--- src/rtl/retire_ctrl.sv ---
// In-order retirement controller: picks the retiring prefix of the ROB head, frees old mappings, handles flush/halt.
// Optional statistics counters are compiled in with the RETIRE_STATS_EN macro.
module retire_ctrl #(
  parameter int N           = 3,
  parameter int PHYS_REG_SZ = 64,
  parameter int PR_W        = $clog2(PHYS_REG_SZ),
  parameter int CNT_W       = $clog2(N + 1)
) (
  input  logic                     clock,
  input  logic                     reset_n,
  input  logic [N-1:0]             head_valid,
  input  logic [N-1:0][PR_W-1:0]   head_T_new,
  input  logic [N-1:0][PR_W-1:0]   head_T_old,
  input  logic [N-1:0]             head_has_dest,
  input  logic [N-1:0]             head_done,
  input  logic [N-1:0]             head_is_store,
  input  logic [N-1:0]             head_is_halt,
  input  logic [N-1:0]             head_mispredict,
  input  logic [PHYS_REG_SZ-1:0]   complete_list,
  input  logic                     store_ready,
  output logic [CNT_W-1:0]         num_retiring,
  output logic                     store_commit,
  output logic [N-1:0]             free_valid,
  output logic [N-1:0][PR_W-1:0]   free_regs,
  output logic                     flush,
  output logic                     halted
`ifdef RETIRE_STATS_EN
  ,
  output logic [63:0]              retired_count,
  output logic [31:0]              stall_cycles
`endif
);

  typedef enum logic [1:0] {
    ST_RUN    = 2'd0,
    ST_FLUSH  = 2'd1,
    ST_HALTED = 2'd2
  } state_t;

  state_t                   state_q;
  logic                     flush_q;
  logic                     halted_q;
  logic [N-1:0]             free_valid_q;
  logic [N-1:0][PR_W-1:0]   free_regs_q;

  logic [N-1:0]             ready_s;
  logic [N-1:0]             retire_s;
  logic [N-1:0]             free_valid_d;
  logic [N-1:0][PR_W-1:0]   free_regs_d;
  logic [CNT_W-1:0]         num_s;
  logic                     store_commit_s;
  logic                     halt_ret_s;
  logic                     mis_ret_s;
  logic                     stop_s;
  logic                     store_seen_s;
  logic                     run_s;

  // Per-slot readiness; invalid slots never look at their other fields.
  always_comb begin
    ready_s = '0;
    for (int i = 0; i < N; i++) begin
      if (head_valid[i]) begin
        if (head_has_dest[i]) begin
          ready_s[i] = complete_list[head_T_new[i]];
        end else begin
          ready_s[i] = head_done[i];
        end
      end else begin
        ready_s[i] = 1'b0;
      end
    end
  end

  // Walk slots oldest first; the prefix ends at a non-ready slot, a held store, or after a halt/mispredict.
  always_comb begin
    run_s          = (state_q == ST_RUN) && reset_n;
    retire_s       = '0;
    num_s          = '0;
    store_commit_s = 1'b0;
    halt_ret_s     = 1'b0;
    mis_ret_s      = 1'b0;
    stop_s         = !run_s;
    store_seen_s   = 1'b0;
    for (int i = 0; i < N; i++) begin
      if (!stop_s) begin
        if (!ready_s[i]) begin
          stop_s = 1'b1;
        end else if (head_is_store[i] && store_seen_s) begin
          stop_s = 1'b1;
        end else if (head_is_store[i] && !store_ready) begin
          store_seen_s   = 1'b1;
          store_commit_s = 1'b1;
          stop_s         = 1'b1;
        end else begin
          if (head_is_store[i]) begin
            store_seen_s   = 1'b1;
            store_commit_s = 1'b1;
          end else begin
            store_seen_s = store_seen_s;
          end
          retire_s[i] = 1'b1;
          num_s       = num_s + CNT_W'(1);
          if (head_is_halt[i] || head_mispredict[i]) begin
            halt_ret_s = head_is_halt[i];
            mis_ret_s  = head_mispredict[i];
            stop_s     = 1'b1;
          end else begin
            stop_s = 1'b0;
          end
        end
      end else begin
        stop_s = 1'b1;
      end
    end
  end

  // Next free-list entries: only retired slots that own a destination.
  always_comb begin
    free_valid_d = retire_s & head_has_dest;
    free_regs_d  = '0;
    for (int i = 0; i < N; i++) begin
      if (free_valid_d[i]) begin
        free_regs_d[i] = head_T_old[i];
      end else begin
        free_regs_d[i] = '0;
      end
    end
  end

  // Control FSM with registered flush/halted/free outputs; halt wins over mispredict.
  always_ff @(posedge clock or negedge reset_n) begin
    if (!reset_n) begin
      state_q      <= ST_RUN;
      flush_q      <= 1'b0;
      halted_q     <= 1'b0;
      free_valid_q <= '0;
      free_regs_q  <= '0;
    end else begin
      free_valid_q <= free_valid_d;
      free_regs_q  <= free_regs_d;
      case (state_q)
        ST_RUN: begin
          if (halt_ret_s) begin
            state_q  <= ST_HALTED;
            flush_q  <= 1'b0;
            halted_q <= 1'b1;
          end else if (mis_ret_s) begin
            state_q  <= ST_FLUSH;
            flush_q  <= 1'b1;
            halted_q <= 1'b0;
          end else begin
            state_q  <= ST_RUN;
            flush_q  <= 1'b0;
            halted_q <= 1'b0;
          end
        end
        ST_FLUSH: begin
          state_q  <= ST_RUN;
          flush_q  <= 1'b0;
          halted_q <= 1'b0;
        end
        ST_HALTED: begin
          state_q  <= ST_HALTED;
          flush_q  <= 1'b0;
          halted_q <= 1'b1;
        end
        default: begin
          state_q  <= ST_RUN;
          flush_q  <= 1'b0;
          halted_q <= 1'b0;
        end
      endcase
    end
  end

  assign num_retiring = num_s;
  assign store_commit = store_commit_s;
  assign free_valid   = free_valid_q;
  assign free_regs    = free_regs_q;
  assign flush        = flush_q;
  assign halted       = halted_q;

`ifdef RETIRE_STATS_EN
  logic [63:0] retired_count_q;
  logic [31:0] stall_cycles_q;
  logic [63:0] num_ext_s;

  assign num_ext_s = {{(64-CNT_W){1'b0}}, num_s};

  // Saturating retirement and head-stall counters.
  always_ff @(posedge clock or negedge reset_n) begin
    if (!reset_n) begin
      retired_count_q <= 64'd0;
      stall_cycles_q  <= 32'd0;
    end else begin
      if (retired_count_q > (64'hFFFF_FFFF_FFFF_FFFF - num_ext_s)) begin
        retired_count_q <= 64'hFFFF_FFFF_FFFF_FFFF;
      end else begin
        retired_count_q <= retired_count_q + num_ext_s;
      end
      if ((state_q == ST_RUN) && head_valid[0] && (num_s == '0) &&
          (stall_cycles_q != 32'hFFFF_FFFF)) begin
        stall_cycles_q <= stall_cycles_q + 32'd1;
      end else begin
        stall_cycles_q <= stall_cycles_q;
      end
    end
  end

  assign retired_count = retired_count_q;
  assign stall_cycles  = stall_cycles_q;
`endif

endmodule

--- config.mk ---
export PLATFORM = sky130hd
export DESIGN_NAME = retire_ctrl
export DESIGN_NICKNAME = d
export VERILOG_FILES = /design/src/rtl/retire_ctrl.sv
export SDC_FILE = /design/constraint.sdc
export NUM_CORES = 1
export LEC_CHECK = 0
export CORE_UTILIZATION = 45
export CTS_BUF_LIST = sky130_fd_sc_hd__clkbuf_4
export DETAILED_ROUTE_END_ITERATION = 8
export HOLD_SLACK_MARGIN = 0.02
export PLACE_DENSITY = 0.9
export SYNTH_ARGS = -nofsm -noshare
export SYNTH_HDL_FRONTEND = slang
export SYNTH_SLANG_ARGS = --single-unit
--- constraint.sdc ---
create_clock -name clock -period 4.6 [get_ports clock]
set_input_delay 0.46 -clock clock [delete_from_list [all_inputs] [get_ports clock]]
set_output_delay 0.46 -clock clock [all_outputs]
set_load 0.005 [all_outputs]
* Yosys cells after proc, flatten, opt, wreduce, memory -nomap -nowiden *
Index checks and enable logic that the tools add are counted.

storage, ports and cells
  bits in registers = 25
  input bits = 121
  output and inout bits = 26
  word-level logic and storage cells = 121

cells by class
  $add $sub $neg = 2
  magnitude comparators = 3
  equal/unequal tests = 1
  multiplexer cells = 96
  bitwise gates (word level) = 1
  reductions and logical operators = 11

operator list
  cell                   count
  $mux W1                79
  $lt A6 B7 Y1 const B   3
  $bmux W1 S6            3
  $mux W2                9
  $mux W6                3
  $logic_and A1 B1 Y1    6
  $add A2 B1 Y2 const B  2
  $pmux W2 S2            1
  $and A3 B3 Y3          1
  $logic_or A1 B1 Y1     3
  $eq A2 B2 Y1 const B   1
  $logic_not A2 Y1       1
  $pmux W1 S2            1
  $logic_not A1 Y1       1

* Longest topological paths before layout *
  word-level depth = 19
  gate-level depth with buffers = 14
  depth with buffers taken out = 11

* Worst setup path before layout *
OpenSTA, ideal clock, no wires.

  kind = input to output
  start = input port head_T_new[2] in the netlist's numbering
  end = output port num_retiring[1]
  arrival time = 2891 ps
  data required time = 4140 ps
  setup slack = 1249 ps
  stages on the path = 13
  path buffers = 2
  path through = buf_6 -> buf_12 -> mux4_2 -> mux2_1 -> o22ai_1 -> or4_4 -> a41oi_4 -> nand2_1 -> inv_1 -> ha_1 -> nand4_1 -> mux2_1 -> nor2_1

between the ends
  longest elaborated chain between the ends = 16
  elaborated cells between the ends (all ways) = 30
  those cells by class = add/sub: 2; mux: 26; reduce/logical: 2

RTL lines
  element                          line  source
  start: declaration               12    input logic [N-1:0][PR_W-1:0] head_T_new,
  $bmux W1 S6 *                    64    ready_s[i] = complete_list[head_T_new[i]];
  $mux W1 (not written as such) *  64
  $mux W1 *                        63    if (head_has_dest[i]) begin
  $mux W1 *                        62    if (head_valid[i]) begin
  $mux W1                          86    if (!ready_s[i]) begin
  $mux W1                          85    if (!stop_s) begin
  $add A2 B1 Y2                    102   num_s = num_s + CNT_W'(1);
  $mux W2                          90    end else if (head_is_store[i] && !store_ready) begin
  $mux W2                          88    end else if (head_is_store[i] && store_seen_s) begin
  $mux W2                          86
  $mux W2                          85
  $add A2 B1 Y2                    102
  $mux W2                          90
  $mux W2                          88
  $mux W2                          86
  $mux W2 *                        85
  end: declaration                 21    output logic [CNT_W-1:0] num_retiring,

Every way passes the cells marked *; elsewhere a longest branch is shown, timed or not. The select of a mux whose other input is x is not followed.

* Worst setup path after layout *
  start = input port head_T_new[3] in the netlist's numbering
  end = output port num_retiring[1]

The elaborated chain is that of the path after synthesis.

==> results.sh <==
export IMPL_status="completed"
export IMPL_synth_common_cells="38 x mux2i_1, 31 x mux4_2, 24 x dfrtp_1"
export IMPL_global_route_overflow_total=0
export IMPL_antennaDiodeCount=0
export IMPL_cts_inserted_buffers=3
export IMPL_ratio_of_cells_with_drive_above_1_in_the_final_layout_pct=14.5
export IMPL_synth_top_cells_by_area="mux4_2 25%, dfrtp_1 21%, mux2i_1 14%"
export IMPL_clock_latency_ps=300
export IMPL_die_y_um=81.1
export IMPL_track_usage_pct=30.8
export IMPL_synth_simple_gate_area_share_pct=16.6
export IMPL_post_synth_top_area_cell="mux4_2"
export IMPL_starting_utilization_of_the_core_area_pct=47.0
export IMPL_clock_skew_ps=7.77
export IMPL_synth_xor_xnor_area_share_pct=0.311
export IMPL_p_leak_nw=1.82
export IMPL_drv_slew=0
export IMPL_dpl_instance_area_um2=4360
export IMPL_yosysUniqueCellTypes=50
export IMPL_finalWeightedCongestion=0.961
export IMPL_grt_first_pass_wirelength_mm=15.0
export IMPL_area_of_the_core_um2=5990
export IMPL_fmax_ghz=0.229
export IMPL_slew_headroom_pct=54.8
export IMPL_drc=0
export IMPL_detailedRoute_firstIterationViolations=143
export IMPL_max_cap_violations=0
export IMPL_synth_most_common_cell="mux2i_1"
export IMPL_fp_row_count=28
export IMPL_worst_pin_slew_ps=675
export IMPL_timing_critical_path_fanout_max=10
export IMPL_first_global_vias=3141
export IMPL_synth_sequential_area_ratio_pct=21.4
export IMPL_combinational_family_with_the_most_area_after_synthesis="multiplexers"
export IMPL_dr_total_vias=2999
export IMPL_route_detailed_vias_per_inst=6.23
export IMPL_comb_power_share_pct=50.7
export IMPL_setup_total_negative_slack_ps=0
export IMPL_synth_ff_latch_count=24
export IMPL_endpoint_kind="output port"
export IMPL_crit_path_start_kind="primary input"
export IMPL_numClockSinks=24
export IMPL_routed_wirelength_mm=9.83
export IMPL_switching_power_uw=179
export IMPL_i_o_pins=147
export IMPL_pin_count_of_the_biggest_net_entering_global_routing=25
export IMPL_hold_worst_slack_ps=441
export IMPL_timing_critical_path_required_ps=4140
export IMPL_post_synthesis_mux_area_share_pct=43.5
export IMPL_synthesis_area_um2=2810
export IMPL_fin_crit_sh_pct=95.1
export IMPL_crit_arrival_ps=3910
export IMPL_p_r_area_growth_vs_syn_pct=56.1
export IMPL_clock_path_buffers=2
export IMPL_antenna_left=0
export IMPL_detail_route_wl_per_cell_um=20.4
export IMPL_drt_pass1_iter_count=4
export IMPL_finish_net_count=529
export IMPL_clkTransAtPathRegs_ps=110
export IMPL_switching_share_pct=29.6
export IMPL_internal_power_uw=426
export IMPL_die_width_um=81.1
export IMPL_port_buffer_count=146
export IMPL_path_buf_inv=4
export IMPL_synth_async_sr_flop_share_pct=100
export IMPL_hold_path_class="flip-flop to flip-flop"
export IMPL_grt_antenna_before_repair=0
export IMPL_predominant_post_synthesis_flop_cell="dfrtp_1"
export IMPL_synthesis_instances=260
export IMPL_synth_edf_count=0
export IMPL_rsz0062_at_grt="false"
export IMPL_detailed_place_hpwl_mm=8.21
export IMPL_power_share_clock_pct=14.5
export IMPL_type_of_the_worst_setup_path="primary input to output port"
export IMPL_critPathMaxStageDelay_ps=630
export IMPL_finalHoldViolCount=0
export IMPL_synth_avg_cell_area_um2=10.8
export IMPL_cts_root_buffer="clkbuf_4"
export IMPL_mappedNetlistNets=382
export IMPL_synth_compound_area_share_pct=12.4
export IMPL_clock_tree_from_tritoncts="done"
export IMPL_power_share_sequential_pct=34.8
export IMPL_power_density_nw_per_um2=138
export IMPL_cts_max_level=1
export IMPL_fp_dieArea_um2=6570
export IMPL_crit_chain="clkdlybuf4s50_1 > buf_4 > nor2b_1 > nand2_1 > a311oi_1 > or4_4 > a41oi_4 > nand2_1 > inv_1 > ha_1 > nand4_1 > mux2_1 > nor2_1 > clkdlybuf4s50_1"
export IMPL_critical_path_top_delay_family="buffers and inverters"
export IMPL_layout_cell_area_non_filler_um2=4390
export IMPL_report_final_setup_viol=0
export IMPL_netlist_area_leader_share_pct=24.8
export IMPL_cpMaxStageDelayCell="clkdlybuf4s50_1"
export IMPL_post_synth_fa_ha_maj_area_fraction_pct=0.445
export IMPL_power_ir_vdd_worst_mv=0.140
export IMPL_synth_yosys_warnings=0
export IMPL_timing_final_crit_period_ps=4370
## flip-flops by register name, summed over array words and instances (netlist names)
register and cells:
free_valid 3, free_regs 18, flush 1, halted 1, state_q 1
## routing by layer
metal	vias to the layer above	global-route usage [%]	part of all wire [%]
met3	32	6.85	11
met1	1411	34.9	35
met2	221	53.9	49
li1	1335	-	-
met4	0	15.9	4.0
met5	-	0	0
## final cells by class
class	instances	area [um2]
clock inverters	1	3.75
repair buffers	160	1570
inverters	9	33.8
flip-flops and latches	24	601
well taps	75	93.8
clock buffers	3	22.5
fillers	438	1600
multi-input cells	209	2070
## per-stage QoR
stage	utilization, %	power, mW	instances	setup slack [ps]
floorplan	-	0.355	260	1250
global placement	72.7	0.513	477	233
detailed placement	72.7	0.517	477	112
CTS	73.2	0.606	481	89.9
global route	73.3	0.635	481	93.6
finish	73.3	0.605	481	226
## cells by family (layout without fill, tap and decap cells)
logic type,after synthesis,in the layout
AO/OA/AOI/OAI,44,44
multiplexers,78,78
adder cells (fa/ha/maj),1,1
AND/OR/NAND/NOR,85,85
buffers and inverters,27,173
flip-flops,24,24
XOR/XNOR,1,1
## timing repair
action                     CTS  global route
buffers inserted             0             0
hold buffers                 0             0
gates resized for setup      0             4
hold endpoints to repair     0             0
setup endpoints to repair    0             2
## power groups by stage
stage | Combinational (mW) | Clock, mW | Sequential, mW
2_1_floorplan | 0.140 | 0 | 0.215
3_3_place_gp | 0.298 | 0 | 0.215
3_5_place_dp | 0.302 | 0 | 0.215
4_1_cts | 0.303 | 0.0916 | 0.211
5_1_grt | 0.325 | 0.0988 | 0.211
6_report | 0.307 | 0.0877 | 0.211
## cells in the final DEF (no fill, tap or decap), types with 6 or more instances in the layout
cell type        count
clkdlybuf4s50_1    145
mux2i_1             38
mux4_2              31
dfrtp_1             24
nand2_1             16
and2_1              15
buf_4               14
nor2_1              11
nand3_1             10
and3_1              10
inv_1                9
a21oi_1              9
nor2b_1              7
a22oi_1              7
nand2b_1             6
## path summary, 6_finish.rpt
path | start | depth (start not counted) | end | slack [ps]
worst min-delay path | state_q[0] | 1 | halted | 440
worst max register to register | halted | 8 | flush | 2480
worst min register to register | state_q[0] | 1 | halted | 440
worst max-delay path | head_T_new[3] | 14 | num_retiring[1] | 230
min in group asynchronous | reset_n | 2 | free_regs[12] | 560
max in group asynchronous | reset_n | 2 | free_valid[0] | 3810
(Power assumes the default switching activity.)
